==> src/rtl/ysyx_22040127_mem_arbiter.sv <==
// Round-robin arbiter sharing the single pmem port between instruction fetch and LSU.
// One outstanding transaction, registered responses, watchdog abort with error response.
module ysyx_22040127_mem_arbiter #(
  parameter int unsigned ADDR_W  = 64,
  parameter int unsigned DATA_W  = 64,
  parameter int unsigned TIMEOUT = 255
) (
  input  logic                clk,
  input  logic                rst,
  input  logic                if_req_valid,
  output logic                if_req_ready,
  input  logic [ADDR_W-1:0]   if_req_addr,
  output logic                if_resp_valid,
  output logic [DATA_W-1:0]   if_resp_data,
  output logic                if_resp_err,
  input  logic                ls_req_valid,
  output logic                ls_req_ready,
  input  logic [ADDR_W-1:0]   ls_req_addr,
  input  logic                ls_req_wen,
  input  logic [DATA_W-1:0]   ls_req_wdata,
  input  logic [DATA_W/8-1:0] ls_req_wmask,
  output logic                ls_resp_valid,
  output logic [DATA_W-1:0]   ls_resp_data,
  output logic                ls_resp_err,
  output logic                mem_req_valid,
  input  logic                mem_req_ready,
  output logic [ADDR_W-1:0]   mem_req_addr,
  output logic                mem_req_wen,
  output logic [DATA_W-1:0]   mem_req_wdata,
  output logic [DATA_W/8-1:0] mem_req_wmask,
  input  logic                mem_resp_valid,
  input  logic [DATA_W-1:0]   mem_resp_data,
  output logic                busy
);

  typedef enum logic [1:0] {IDLE, ISSUE, WAIT} state_t;
  typedef enum logic {OWN_IF, OWN_LS} owner_t;

  state_t              state_q, state_d;
  owner_t              last_grant_q, owner_q;
  logic [ADDR_W-1:0]   addr_q;
  logic                wen_q;
  logic [DATA_W-1:0]   wdata_q;
  logic [DATA_W/8-1:0] wmask_q;
  logic [15:0]         cnt_q;
  logic                grant_if, grant_ls, accept, expire, done, abort;

  // On contention the requester that did not win last time gets the port.
  assign grant_ls = ls_req_valid && (!if_req_valid || last_grant_q == OWN_IF);
  assign grant_if = if_req_valid && (!ls_req_valid || last_grant_q == OWN_LS);
  assign accept   = (state_q == IDLE) && (grant_if || grant_ls);

  // cnt_q holds the ISSUE/WAIT cycles already spent; the abort is decided one cycle
  // early so the registered error response lands exactly TIMEOUT cycles after accept.
  assign expire = ({1'b0, cnt_q} + 17'd2) >= 17'(TIMEOUT);
  assign done   = (state_q == WAIT) && mem_resp_valid;
  assign abort  = ((state_q == ISSUE) && !mem_req_ready && expire) ||
                  ((state_q == WAIT)  && !mem_resp_valid && expire);

  assign mem_req_addr  = addr_q;
  assign mem_req_wen   = wen_q;
  assign mem_req_wdata = wdata_q;
  assign mem_req_wmask = wmask_q;

  always_ff @(posedge clk) begin
    if (rst) state_q <= IDLE;
    else     state_q <= state_d;
  end

  always_comb begin
    state_d = state_q;
    unique case (state_q)
      IDLE:    if (grant_if || grant_ls)  state_d = ISSUE;
      ISSUE:   if (mem_req_ready)         state_d = WAIT;
               else if (expire)           state_d = IDLE;
      WAIT:    if (mem_resp_valid || expire) state_d = IDLE;
      default: state_d = IDLE;
    endcase
  end

  always_comb begin
    if_req_ready  = !rst && (state_q == IDLE) && grant_if;
    ls_req_ready  = !rst && (state_q == IDLE) && grant_ls;
    mem_req_valid = (state_q == ISSUE);
    busy          = (state_q != IDLE);
  end

  always_ff @(posedge clk) begin
    if (rst) begin
      last_grant_q  <= OWN_IF;
      owner_q       <= OWN_IF;
      addr_q        <= '0;
      wen_q         <= 1'b0;
      wdata_q       <= '0;
      wmask_q       <= '0;
      cnt_q         <= '0;
      if_resp_valid <= 1'b0;
      if_resp_data  <= '0;
      if_resp_err   <= 1'b0;
      ls_resp_valid <= 1'b0;
      ls_resp_data  <= '0;
      ls_resp_err   <= 1'b0;
    end else begin
      if_resp_valid <= 1'b0;
      ls_resp_valid <= 1'b0;
      if (accept) begin
        owner_q      <= grant_ls ? OWN_LS : OWN_IF;
        last_grant_q <= grant_ls ? OWN_LS : OWN_IF;
        addr_q       <= grant_ls ? ls_req_addr : if_req_addr;
        wen_q        <= grant_ls && ls_req_wen;
        wdata_q      <= grant_ls ? ls_req_wdata : '0;
        wmask_q      <= grant_ls ? ls_req_wmask : '1;
        cnt_q        <= '0;
      end else if (state_q != IDLE) begin
        cnt_q <= cnt_q + 16'd1;
      end
      if (done || abort) begin
        if (owner_q == OWN_LS) begin
          ls_resp_valid <= 1'b1;
          ls_resp_data  <= (abort || wen_q) ? '0 : mem_resp_data;
          ls_resp_err   <= abort;
        end else begin
          if_resp_valid <= 1'b1;
          if_resp_data  <= abort ? '0 : mem_resp_data;
          if_resp_err   <= abort;
        end
      end
    end
  end

endmodule
==> config.mk <==
export PLATFORM = sky130hd
export DESIGN_NAME = ysyx_22040127_mem_arbiter
export DESIGN_NICKNAME = d
export VERILOG_FILES = /design/src/rtl/ysyx_22040127_mem_arbiter.sv
export SDC_FILE = /design/constraint.sdc
export NUM_CORES = 1
export LEC_CHECK = 0
export CAP_MARGIN = 20
export CORE_AREA = 2 2 214 216
export CTS_BUF_LIST = sky130_fd_sc_hd__clkbuf_4
export DETAILED_ROUTE_END_ITERATION = 6
export DIE_AREA = 0 0 216 218
export GPL_TIMING_DRIVEN = 0
export PLACE_DENSITY_LB_ADDON = 0.2
export RECOVER_POWER = 100
export SYNTH_ARGS = -nofsm -noshare
export SYNTH_HDL_FRONTEND = slang
export SYNTH_SLANG_ARGS = --single-unit
==> constraint.sdc <==
create_clock -name clk -period 2.8 [get_ports clk]
set_input_delay 0.56 -clock clk [delete_from_list [all_inputs] [get_ports clk]]
set_output_delay 0.56 -clock clk [all_outputs]
set_load 0.01 [all_outputs]
==> reports/metrics.yaml <==
outcome: "finished, final reports clean"
synthTopCellsByCount: "288 x dfxtp_1, 128 x mux2i_1, 106 x nor2_1, 75 x nand2_1, 71 x inv_1"
avgViaCountPerCell: 4.51
vias: 10800
overflow: 0
fin_nets: 2030
ys.flop_type: "dfxtp_1"
rsz0062_at_grt: "no"
power_uw: 9730
cts_root_buf: "clkbuf_4"
drt_first_pass_iters: 7
syn-cell-area_sq_um: 11900
finalSetupViolations: 0
row_count: 78
required_ps: 2240
cts_tree: "yes"
port_buffers: 543
ios: 544
antenna_found_initial: 7
fin_skew_ps: 53.2
clk_pin_slew_ps: 60
end_kind: "output port"
synth_area_per_cell_sq_um: 10.7
synthTopCellsByArea: "dfxtp_1 48%, mux2i_1 11%, o31ai_4 7.1%"
arrival_ps: 2140
die_w_um: 216
post-route-period-util_pct: 96.4
drv_slew: 0
drt_drc_violations_left: 0
gp_congestion: 0.814
synth-edff-count: 0
hold_viol_final: 0
routed_wirelength_um: 47500
yosysSeqAreaShare_pct: 48.4
synthesis.nets: 1393
htree_levels: 3
synth_cell_type_count: 49
synth_top_area_share_pct: 48.4
dieArea_sq_um: 47100
hold_class: "input port to flip-flop"
wl_per_cell_um: 19.7
path_class: "input port to output port"
core_area_sq_um: 44900
cts_buffer_depth: 3
worst_pin_slew_ps: 926
cts_sinks: 288
power_density_nw_per_um2: 519
die_h_um: 218
worstSkewPairLatency_ps: 800
yosys_register_bits: 288
async_flop_share_pct: 0
track_usage_pct: 19.7
cts_buffers: 83
slew_headroom_pct: 37.5
maxCapViolCount: 0
synth.most_common_cell: "dfxtp_1"
synth_top_cell_by_area: "dfxtp_1"
grt_max_degree: 11
worst_hold_slack_ps: 348
grt_first_pass_wirelength_um: 69800
dpl.cell_count: 2265
crit_fanout: 10
nFillCells: 4544
grt_pass1_vias: 11200
postRouteAntennaNets: 0
initial_core_util_pct: 26.5
areaGrowthSynthToFinish_pct: 57.4
period_minus_slack_ps: 2700
layout-drive-gt1-share_pct: 12.1
start_kind: "input port"
yosysWarnings: 0
p_leak_uw: 0.00758
peakVddDrop_mv: 0.261
fmax_mhz: 370
syn_inst: 1118
layout.cells.non_filler: 2407
first_iter_violations: 350
dp_hpwl_um: 37800
worst max-delay path: stages:
cell             delay, ps
clkdlybuf4s50_1        510
clkbuf_4               270
clkbuf_8               230
a2111oi_2              360
buf_2                  200
metal layers:
layer | share of wire [%] | wire, um | vias to the layer above | GRT usage (%)
met5 | 0.093 | 44 | - | 0
met3 | 7.8 | 3720 | 92 | 6.58
li1 | - | - | 5271 | -
met4 | 3.2 | 1510 | 6 | 8.88
met1 | 38 | 18200 | 5042 | 21.3
met2 | 50 | 24000 | 433 | 35.0
layout make-up:
class,count,area [sq um],share of cell area [%]
Buffer,91,437,2.33
Antenna cell,2,5.00,0.0267
Inverter,71,267,1.42
Tap cell,600,751,4.00
Sequential cell,288,5770,30.8
Timing Repair Buffer,553,5550,29.6
Multi-Input combinational cell,667,5050,26.9
Clock buffer,111,833,4.44
Clock inverter,24,93.8,0.500
power breakdown:
group | switching [uW] | total, uW | internal, uW
Sequential | 115 | 4430 | 4320
Clock | 1810 | 3620 | 1820
Combinational | 801 | 1670 | 873
placed cells by master (no fill, tap or decap), types with 3 or more instances in the layout:
| cell | n |
|---|---|
| clkbuf_2 | 7 |
| a22o_1 | 66 |
| buf_4 | 11 |
| o31ai_2 | 12 |
| clkbuf_4 | 114 |
| a211oi_1 | 67 |
| clkbuf_1 | 64 |
| o31ai_4 | 24 |
| buf_6 | 4 |
| inv_1 | 71 |
| dfxtp_2 | 3 |
| ha_1 | 3 |
| nand4_1 | 5 |
| nand3_1 | 8 |
| xnor2_1 | 10 |
| xor2_1 | 5 |
| clkinv_1 | 20 |
| nor3_2 | 16 |
| o31ai_1 | 28 |
| buf_2 | 3 |
| nor2_1 | 105 |
| nor3_1 | 64 |
| clkdlybuf4s50_1 | 271 |
| nand2_1 | 75 |
| or3_1 | 3 |
| a21oi_1 | 5 |
| dfxtp_1 | 285 |
| dlygate4sd3_1 | 270 |
| o21ai_0 | 4 |
| nand2b_1 | 5 |
| buf_8 | 4 |
| clkinv_2 | 3 |
| buf_1 | 3 |
| mux2i_1 | 128 |
final timing paths:
path,startpoint,to,slack (ps),cells after the start
worst min-delay path,mem_resp_data[15],ls_resp_data[15],350,3
worst min register to register,ls_resp_data[22],ls_resp_data[22],460,2
worst max register to register,cnt_q[1],ls_resp_data[51],170,9
worst max-delay path,rst,if_req_ready,100,5
cells by family after synthesis:
kind of cell,after synthesis,share of synthesized area (%)
adder cells (fa/ha/maj),4,0.420
AND/OR/NAND/NOR,298,13.3
buffers and inverters,163,5.88
XOR/XNOR,15,1.10
flip-flops,288,48.4
AO/OA/AOI/OAI,221,20.1
multiplexers,129,10.8
per-stage QoR:
step / setup TNS [ps] / area (sq um) / setup WS [ps] / utilization, %
floorplan: 0 / 11900 / 404 / -
detailed placement: -113650 / 18200 / -1040 / 40.5
global route: 0 / 18800 / 2.83 / 41.8
CTS: -11.0 / 19200 / -11.0 / 42.8
global placement: -169930 / 18100 / -1300 / 40.3
finish: 0 / 18800 / 100 / 41.8
what timing repair did:
action                                  CTS  global route
gates resized for setup                  38             2
hold buffers                              0             0
endpoints found under the hold margin     0             0
pin swaps                                 2             2
setup buffers                             4             1
endpoints found under the setup margin  117            62
registers in the layout, summed over array words and instances (netlist names), 2 cells and up:
name           cells
state_q            2
mem_req_wdata     64
cnt_q             16
mem_req_addr      64
if_resp_data      64
mem_req_wmask      8
ls_resp_data      64
Power figures use the tool's default switching activity.
